$ cat config.mk
export PLATFORM = sky130hd
export DESIGN_NAME = fir_tap_sequencer_flat
export DESIGN_NICKNAME = d
export VERILOG_FILES = /design/src/rtl/fir_tap_if.sv /design/src/rtl/fir_tap_sequencer.sv /design/src/flat_wrapper.sv
export SDC_FILE = /design/constraint.sdc
export NUM_CORES = 1
export LEC_CHECK = 0
export ABC_AREA = 1
export CELL_PAD_IN_SITES_DETAIL_PLACEMENT = 0
export CELL_PAD_IN_SITES_GLOBAL_PLACEMENT = 2
export CORE_MARGIN = 4
export CORE_UTILIZATION = 43
export CTS_CLUSTER_DIAMETER = 60
export DETAILED_ROUTE_END_ITERATION = 8
export PLACE_DENSITY = 0.9
export SETUP_SLACK_MARGIN = 0.05
export SKIP_CTS_REPAIR_TIMING = 1
export SLEW_MARGIN = 20
export SYNTH_ARGS = -nofsm -noshare
export SYNTH_HDL_FRONTEND = slang
export SYNTH_SLANG_ARGS = --single-unit
export TNS_END_PERCENT = 50
$ cat constraint.sdc
create_clock -name clk_i -period 6.4 [get_ports clk_i]
set_input_delay 1.92 -clock clk_i [delete_from_list [all_inputs] [get_ports clk_i]]
set_output_delay 1.92 -clock clk_i [all_outputs]
set_load 0.01 [all_outputs]
$ cat src/rtl/fir_tap_if.sv
// Tap stream from the FIR tap sequencer to a time-multiplexed MAC stage.
// One tap (all channels) moves per valid/ready handshake.
interface fir_tap_if #(
    parameter int unsigned DataWidth   = 16,
    parameter int unsigned NumTaps     = 5,
    parameter int unsigned NumChannels = 2
);
    localparam int unsigned IdxWidth = $clog2(NumTaps);

    logic [NumChannels-1:0][DataWidth-1:0] tap_data_o;
    logic [IdxWidth-1:0]                   tap_idx_o;
    logic                                  tap_valid_o;
    logic                                  tap_last_o;
    logic                                  tap_ready_i;

    modport master (
        output tap_data_o, tap_idx_o, tap_valid_o, tap_last_o,
        input  tap_ready_i
    );

    modport slave (
        input  tap_data_o, tap_idx_o, tap_valid_o, tap_last_o,
        output tap_ready_i
    );
endinterface

$ cat src/rtl/fir_tap_sequencer.sv
// Multi-channel FIR sample history: stores one sample per strobe edge, then
// streams the NumTaps most recent samples newest-first over a tap handshake.
module fir_tap_sequencer #(
    parameter int unsigned DataWidth   = 16,
    parameter int unsigned NumTaps     = 5,
    parameter int unsigned NumChannels = 2,
    parameter int unsigned AddrWidth   = $clog2(NumTaps)
) (
    input  logic                                  clk_i,
    input  logic                                  rst_ni,
    input  logic                                  valid_strobe,
    input  logic [NumChannels-1:0][DataWidth-1:0] data_in,
    input  logic                                  flush_i,
    fir_tap_if.master                             tap,
    output logic                                  busy_o,
    output logic                                  done_o,
    output logic                                  overrun_o
);
    localparam int unsigned IdxWidth  = $clog2(NumTaps);
    localparam int unsigned FillWidth = $clog2(NumTaps + 1);
    localparam int unsigned Depth     = 2 ** AddrWidth;

    typedef logic [NumChannels-1:0][DataWidth-1:0] sample_t;
    typedef enum logic {IDLE, READ} state_e;

    state_e               state_q, state_d;
    logic                 strobe_q;
    logic [AddrWidth-1:0] wr_ptr_q, wr_ptr_d;
    logic [FillWidth-1:0] fill_q, fill_d;
    logic [IdxWidth-1:0]  idx_d;
    logic                 valid_d, last_d, busy_d, done_d, overrun_d;
    sample_t              data_d;
    sample_t              store_q [Depth];

    logic                 pos_edge_c;
    logic                 we_c;
    logic [IdxWidth-1:0]  idx_nxt_c;
    logic [AddrWidth-1:0] rd_addr_c;

    assign pos_edge_c = valid_strobe & ~strobe_q;
    assign idx_nxt_c  = tap.tap_idx_o + IdxWidth'(1);

    // Address of the next tap, wrapping modulo NumTaps like the write pointer
    always_comb begin
        rd_addr_c = '0;
        if (32'(wr_ptr_q) >= 32'(idx_nxt_c)) begin
            rd_addr_c = AddrWidth'(32'(wr_ptr_q) - 32'(idx_nxt_c));
        end else begin
            rd_addr_c = AddrWidth'(32'(wr_ptr_q) + NumTaps - 32'(idx_nxt_c));
        end
    end

    // Next-state and registered-output logic
    always_comb begin
        state_d   = state_q;
        wr_ptr_d  = wr_ptr_q;
        fill_d    = fill_q;
        idx_d     = tap.tap_idx_o;
        valid_d   = tap.tap_valid_o;
        data_d    = tap.tap_data_o;
        busy_d    = busy_o;
        done_d    = 1'b0;
        overrun_d = 1'b0;
        we_c      = 1'b0;

        if (flush_i) begin
            state_d  = IDLE;
            wr_ptr_d = '0;
            fill_d   = '0;
            idx_d    = '0;
            valid_d  = 1'b0;
            data_d   = '0;
            busy_d   = 1'b0;
        end else begin
            unique case (state_q)
                IDLE: begin
                    if (pos_edge_c) begin
                        we_c    = 1'b1;
                        fill_d  = (32'(fill_q) == NumTaps) ? fill_q : fill_q + FillWidth'(1);
                        state_d = READ;
                        idx_d   = '0;
                        valid_d = 1'b1;
                        data_d  = data_in;
                        busy_d  = 1'b1;
                    end
                end
                READ: begin
                    overrun_d = pos_edge_c;
                    if (tap.tap_valid_o && tap.tap_ready_i) begin
                        if (32'(tap.tap_idx_o) == NumTaps - 1) begin
                            state_d  = IDLE;
                            idx_d    = '0;
                            valid_d  = 1'b0;
                            busy_d   = 1'b0;
                            done_d   = 1'b1;
                            wr_ptr_d = (32'(wr_ptr_q) == NumTaps - 1) ? '0
                                                                      : wr_ptr_q + AddrWidth'(1);
                        end else begin
                            idx_d  = idx_nxt_c;
                            // History not yet written reads as zero
                            data_d = (32'(idx_nxt_c) < 32'(fill_q)) ? store_q[rd_addr_c] : '0;
                        end
                    end
                end
                default: state_d = IDLE;
            endcase
        end
        last_d = valid_d & (32'(idx_d) == NumTaps - 1);
    end

    always_ff @(posedge clk_i or negedge rst_ni) begin
        if (!rst_ni) begin
            state_q         <= IDLE;
            strobe_q        <= 1'b0;
            wr_ptr_q        <= '0;
            fill_q          <= '0;
            tap.tap_idx_o   <= '0;
            tap.tap_valid_o <= 1'b0;
            tap.tap_last_o  <= 1'b0;
            tap.tap_data_o  <= '0;
            busy_o          <= 1'b0;
            done_o          <= 1'b0;
            overrun_o       <= 1'b0;
        end else begin
            state_q         <= state_d;
            strobe_q        <= valid_strobe;
            wr_ptr_q        <= wr_ptr_d;
            fill_q          <= fill_d;
            tap.tap_idx_o   <= idx_d;
            tap.tap_valid_o <= valid_d;
            tap.tap_last_o  <= last_d;
            tap.tap_data_o  <= data_d;
            busy_o          <= busy_d;
            done_o          <= done_d;
            overrun_o       <= overrun_d;
        end
    end

    // Sample store; contents are masked by fill so it needs no reset
    always_ff @(posedge clk_i) begin
        if (we_c) begin
            store_q[wr_ptr_q] <= data_in;
        end
    end
endmodule
$ cat src/flat_wrapper.sv
// flat-port wrapper written by rule: the top's interface ports become plain ports
module fir_tap_sequencer_flat 
#(
    parameter int unsigned DataWidth   = 16,
    parameter int unsigned NumTaps     = 5,
    parameter int unsigned NumChannels = 2,
    parameter int unsigned AddrWidth   = $clog2(NumTaps)
)
  (clk_i, rst_ni, valid_strobe, data_in, flush_i, busy_o, done_o, overrun_o, tap_tap_data_o, tap_tap_idx_o, tap_tap_valid_o, tap_tap_last_o, tap_tap_ready_i);
  fir_tap_if #(.DataWidth(DataWidth), .NumTaps(NumTaps), .NumChannels(NumChannels)) tap_i ();
  input  logic clk_i;
  input  logic rst_ni;
  input  logic valid_strobe;
  input  logic [NumChannels-1:0][DataWidth-1:0] data_in;
  input  logic flush_i;
  output logic busy_o;
  output logic done_o;
  output logic overrun_o;
  output wire logic [$bits(tap_i.tap_data_o)-1:0] tap_tap_data_o;
  output wire logic [$bits(tap_i.tap_idx_o)-1:0] tap_tap_idx_o;
  output wire logic [$bits(tap_i.tap_valid_o)-1:0] tap_tap_valid_o;
  output wire logic [$bits(tap_i.tap_last_o)-1:0] tap_tap_last_o;
  input wire logic [$bits(tap_i.tap_ready_i)-1:0] tap_tap_ready_i;
  assign tap_tap_data_o = tap_i.tap_data_o;
  assign tap_tap_idx_o = tap_i.tap_idx_o;
  assign tap_tap_valid_o = tap_i.tap_valid_o;
  assign tap_tap_last_o = tap_i.tap_last_o;
  assign tap_i.tap_ready_i = tap_tap_ready_i;
  fir_tap_sequencer #(.DataWidth(DataWidth), .NumTaps(NumTaps), .NumChannels(NumChannels), .AddrWidth(AddrWidth)) u_core (.clk_i(clk_i), .rst_ni(rst_ni), .valid_strobe(valid_strobe), .data_in(data_in), .flush_i(flush_i), .tap(tap_i), .busy_o(busy_o), .done_o(done_o), .overrun_o(overrun_o));
endmodule
# After elaboration in Yosys (flattened, before gate mapping)
# Memories as Yosys holds them, arrays and structs flattened.
# Cells that the tools add are included.
op_classes:
  add_sub_neg: 6
  order_cmp: 2
  n_eq_ne: 10
  mux: 46
  bitwise: 4
  n_reduce_logical: 9
op_table:
  columns: ["operator", "count"]
  rows:
  - ["32-bit 2-to-1 mux", 5]
  - ["32-bit case mux with 2 select lines", 1]
  - ["3-bit 2-to-1 mux", 14]
  - ["1-bit 2-to-1 mux", 22]
  - ["3-bit equality test (second input constant)", 4]
  - ["3-bit AND reduction", 4]
  - ["3-bit by 1-bit adder with 3-bit output (second input constant)", 3]
  - ["3-bit inequality test (second input constant)", 3]
  - ["2-bit nonzero test", 4]
  - ["1-bit case mux with 2 select lines", 3]
  - ["3-bit case mux with 2 select lines", 1]
  - ["3-bit subtractor", 2]
  - ["2-bit inequality test (second input constant)", 2]
  - ["3-bit adder (second input constant)", 1]
  - ["3-bit >= comparator", 1]
  - ["3-bit less-than comparator", 1]
  - ["3-bit by 2-bit inequality test with 1-bit output (second input constant)", 1]
  - ["1-bit bitwise AND", 2]
  - ["1-bit inverter", 2]
  - ["1-bit logical AND", 1]
totals:
  register_bits: 48
  ramBits: 256
  out_inout_bits: 40
  elab_cells: 90
  memories: 1
memory_table:
  columns: ["name", "depth", "word_bits", "read_ports", "rd_ports_with_merged_regs", "wr", "line_no", "rtl"]
  rows:
  - ["u_core.store_q", 8, 32, 1, 0, 1, "fir_tap_sequencer.sv:33", "sample_t store_q [Depth];"]

# Longest topological paths before layout
# An unclocked memory read counts as a cell.
depth:
  ltp_word: 9
  ltp_mapped: 17
  mapped_depth_nobuf: 15

# Worst setup path before layout
# OpenSTA, ideal clock, no wires.
synth_timing:
  kind: "input to register"
  from: "input port flush_i"
  to: "memory u_core.store_q[0][0] (netlist name), enable pin"
  arrival_ps: 4708
  required_time_ps: 5939
  setup_slack_ps: 1231
  cell_stages: 5
  path_buffers: 0
  cell_sequence: "nor2_1 > inv_1 > nor2_1 > nand2_1 > nor3_1"
synth_via:
  elab_chain_len: 3
synth_lines:
  columns: ["item", "line_no", "rtl"]
  rows:
  - ["start: declaration", "flat_wrapper.sv:15", "input logic flush_i;"]
  - ["1-bit 2-to-1 mux", "fir_tap_sequencer.sv:66", "if (flush_i) begin"]
  - ["1-bit 2-to-1 mux", "fir_tap_sequencer.sv:141", "if (we_c) begin"]
  - ["1-bit 2-to-1 mux (implied by the code)", "fir_tap_sequencer.sv:142", "store_q[wr_ptr_q] <= data_in;"]
  - ["end: declaration", "fir_tap_sequencer.sv:33", null]
# No other way between the ends.

# Worst setup path after layout
layout_timing:
  from: "input port flush_i"
  to: "memory u_core.store_q[7][24] (netlist name), enable pin"
# The elaborated chain is that of the path after synthesis.

==> reports/metrics.json <==
{
  "detail_route.drc_violations": {"value": 0},
  "synth_area_per_cell": {"value": 10.9, "unit": "um^2"},
  "initial_core_util": {"value": 0.439},
  "wl_per_cell": {"value": 18.6, "unit": "um"},
  "largest_family_of_logic_cells_by_synthesized_area": {"value": "simple AND/OR/NAND/NOR gates"},
  "via_per_inst": {"value": 5.28},
  "post_synth_mux_area_share": {"value": 0},
  "finalNonFillerCells": {"value": 1682},
  "clkTransAtPathRegs": {"value": 0.06, "unit": "ns"},
  "cap_violations": {"value": 0},
  "antenna_violations_before_repair": {"value": 0},
  "grt_total_usage": {"value": 0.187},
  "detail-route-antenna-nets": {"value": 0},
  "number_of_sinks_handled_by_clock_tree_synthesis": {"value": 304},
  "final_layout_size_suffix_gt1_frac": {"value": 0.0720},
  "clock_insertion_delay_worst_skew": {"value": 0.49, "unit": "ns"},
  "timing.setup.tns": {"value": 0, "unit": "ns"},
  "grt_setup_unrepaired": {"value": "false"},
  "cts.path.max_buffers": {"value": 3},
  "synth_nets": {"value": 1259},
  "horizontal_die_dimension": {"value": 183, "unit": "um"},
  "synth_area": {"value": 13100, "unit": "um^2"},
  "grt_start_max_net_pins": {"value": 97},
  "fp.dieH": {"value": 183, "unit": "um"},
  "power.density_cell_area": {"value": 507, "unit": "nW/um^2"},
  "timing.final.hold_violations": {"value": 0},
  "final_cell_mix": {"value": "313 x sky130_fd_sc_hd__nand2_1, 293 x sky130_fd_sc_hd__nand3_1, 256 x sky130_fd_sc_hd__edfxtp_1"},
  "synth.ff_latch_count": {"value": 304},
  "worst_ir_drop_vdd": {"value": 0.551, "unit": "mV"},
  "required": {"value": 6.50, "unit": "ns"},
  "yosysWarnings": {"value": 0},
  "design.final.nets": {"value": 1320},
  "synth_adder_area_share": {"value": 0.0158},
  "fin_worst_skew": {"value": 0.0122, "unit": "ns"},
  "maxSlewViolCount": {"value": 0},
  "post_synth_main_area_contributors": {"value": "sky130_fd_sc_hd__edfxtp_1 59%, sky130_fd_sc_hd__nand3_1 11%, sky130_fd_sc_hd__dfrtp_1 9.2%"},
  "critical_path.startpoint_type": {"value": "input port"},
  "grt-ovfl-total": {"value": 0},
  "tightest_slew": {"value": 1.07, "unit": "ns"},
  "kind_of_critical_path": {"value": "input port to flop"},
  "total_die_area": {"value": 33300, "unit": "um^2"},
  "max_freq": {"value": 234, "unit": "MHz"},
  "global_route_wire_length_before_repair": {"value": 49.9, "unit": "mm"},
  "post-route-min-period": {"value": 4.28, "unit": "ns"},
  "timing.final.setup_violations": {"value": 0},
  "worst_path_max_delay_cell": {"value": "sky130_fd_sc_hd__nor2_4"},
  "antennaDiodeCount": {"value": 0},
  "floorplan.core_area": {"value": 29900, "unit": "um^2"},
  "worst-path-max-fanout": {"value": 33},
  "cts_buffer_count": {"value": 35},
  "port_buffers": {"value": 76},
  "commonest_non_fill_non_tap_cell_in_the_layout": {"value": "sky130_fd_sc_hd__nand2_1"},
  "place.detailed.instances": {"value": 1617},
  "tritoncts_clock_tree": {"value": "built"},
  "area.growth.synth_to_final": {"value": 17.2, "unit": "%"},
  "first_global_vias": {"value": 9147},
  "detailedPlacementHpwl": {"value": 17.1, "unit": "mm"},
  "netlist-cell-type-count": {"value": 29},
  "synthDominantAreaCellType": {"value": "sky130_fd_sc_hd__edfxtp_1"},
  "min_path_type": {"value": "flop to flop"},
  "synth-seq-area-share": {"value": 0.678},
  "power.static_leakage": {"value": 0.00600, "unit": "uW"},
  "design.portCount": {"value": 77},
  "post_synth_inst_count": {"value": 1206},
  "gpl.final_weighted_congestion": {"value": 0.739},
  "worstPathCellList": {"value": "clkdlybuf4s50_1 > nor2_2 > buf_4 > inv_1 > nor2_1 > nand2_1 > nor2_4"},
  "critical-path-max-stage-delay": {"value": 0.87, "unit": "ns"},
  "worstSetupStartpoint": {"value": "flush_i"},
  "synth_top_area_frac": {"value": 0.587},
  "synth_area_in_compound_gates": {"value": 0.0346},
  "first_pass_iters": {"value": 5},
  "post_synthesis_share_of_cell_area_spent_on_xor_and_xnor_gates": {"value": 0.00267},
  "clock_tree.root_cell": {"value": "sky130_fd_sc_hd__clkbuf_16"},
  "vias": {"value": 8875},
  "run_status": {"value": "finished clean"},
  "rel_slew_slack": {"value": 0.287},
  "layout_worst_path_cycle_share": {"value": 0.668},
  "hold_path_depth": {"value": 1},
  "cp_data_arrival_time": {"value": 4.38, "unit": "ns"},
  "worstRegToRegCells": {"value": 16},
  "dpl_worst_slack": {"value": 1.55, "unit": "ns"},
  "crit-reg2reg-launch": {"value": "u_core.tap.tap_idx_o[0]$_DFF_PN0_"},
  "h-tree-depth": {"value": 2},
  "hold_start": {"value": "u_core.fill_q[0]$_DFFE_PN0P_"},
  "final.setup.worst_slack": {"value": 2.12, "unit": "ns"},
  "wirelength": {"value": 31.3, "unit": "mm"},
  "row_count": {"value": 63},
  "worstSetupEndpointType": {"value": "flop"},
  "synth-simple-area-share": {"value": 0.213},
  "initialDrtViolationCount": {"value": 817}
}
area by class of cell:
class	count	area (um^2)
clock buffer	46	990
clock inverter	16	106
sequential	304	8890
tap	390	488
fill	2639	14500
inverter	93	349
timing repair buffer	95	971
multi-input combinational	738	3570
power by group:
group | leakage [uW] | switching (uW) | internal (uW)
sequential | 0.00291 | 29.9 | 2200
combinational | 0.00255 | 2570 | 1110
clock | 0.000538 | 762 | 1130
total | 0.00600 | 3360 | 4430
kinds of logic (layout without fill, tap and decap cells):
| group | Yosys count | after routing |
|---|---|---|
| flops | 304 | 304 |
| fa+ha+maj | 16 | 16 |
| simple gates | 633 | 633 |
| compound gates | 85 | 85 |
| buf+inv | 164 | 250 |
| xor+xnor | 4 | 4 |
registers in the layout, indices dropped and copies added, names as in the netlist, 3 cells and up:
signal and flops:
u_core.store_q 256, u_core.tap.tap_data_o 32, u_core.fill_q 3, u_core.tap.tap_idx_o 3
u_core.wr_ptr_q 3
per-layer routing:
| layer | wire, um | global-route usage | vias up |
|---|---|---|---|
| li1 | - | - | 4283 |
| met1 | 14100 | 0.253 | 4311 |
| met2 | 15100 | 0.320 | 240 |
| met3 | 1560 | 0.0299 | 41 |
| met4 | 520 | 0.0420 | 0 |
| met5 | 0 | 0 | - |
metrics by stage:
| stage | hold WS, ns | cell area [um^2] | utilization | power, uW |
|---|---|---|---|---|
| 2_1_floorplan | 0.509 | 13100 | - | 4980 |
| 3_5_place_dp | 0.559 | 14200 | 0.475 | 5930 |
| 3_3_place_gp | 0.550 | 14200 | 0.475 | 5910 |
| 4_1_cts | 0.571 | 15300 | 0.511 | 7830 |
| 5_1_grt | 0.604 | 15400 | 0.514 | 8370 |
| 6_report | 0.567 | 15400 | 0.514 | 7790 |
synthesized netlist by cell type (all sizes together):
library cell  count
dfrtp            48
a211oi            1
nand3           294
inv              92
clkinv            1
fa                1
xnor2             3
a21oi            67
nand4             1
o21ai            13
edfxtp          256
nand2           320
xor2              1
nor3              3
ha               15
a21o              1
buf              46
clkbuf           25
o22ai             3
nor2             15
final timing paths:
check | to | slack [ns]
min in group asynchronous | u_core.tap.tap_data_o[19]$_DFFE_PN0P_ | 1.54
worst max-delay path | u_core.store_q[7][24]$_DFFE_PP_ | 2.12
worst min-delay path | u_core.fill_q[0]$_DFFE_PN0P_ | 0.57
worst max register to register | u_core.tap.tap_data_o[12]$_DFFE_PN0P_ | 2.70
max in group asynchronous | u_core.tap.tap_data_o[16]$_DFFE_PN0P_ | 4.33
worst min register to register | u_core.fill_q[0]$_DFFE_PN0P_ | 0.57
critical path, delay by kind of cell:
family,cells,cell delay (ns)
and+or+nand+nor,4,1.46
buffers and inverters,3,0.98
Note: power is estimated with default switching activity, not from simulation.
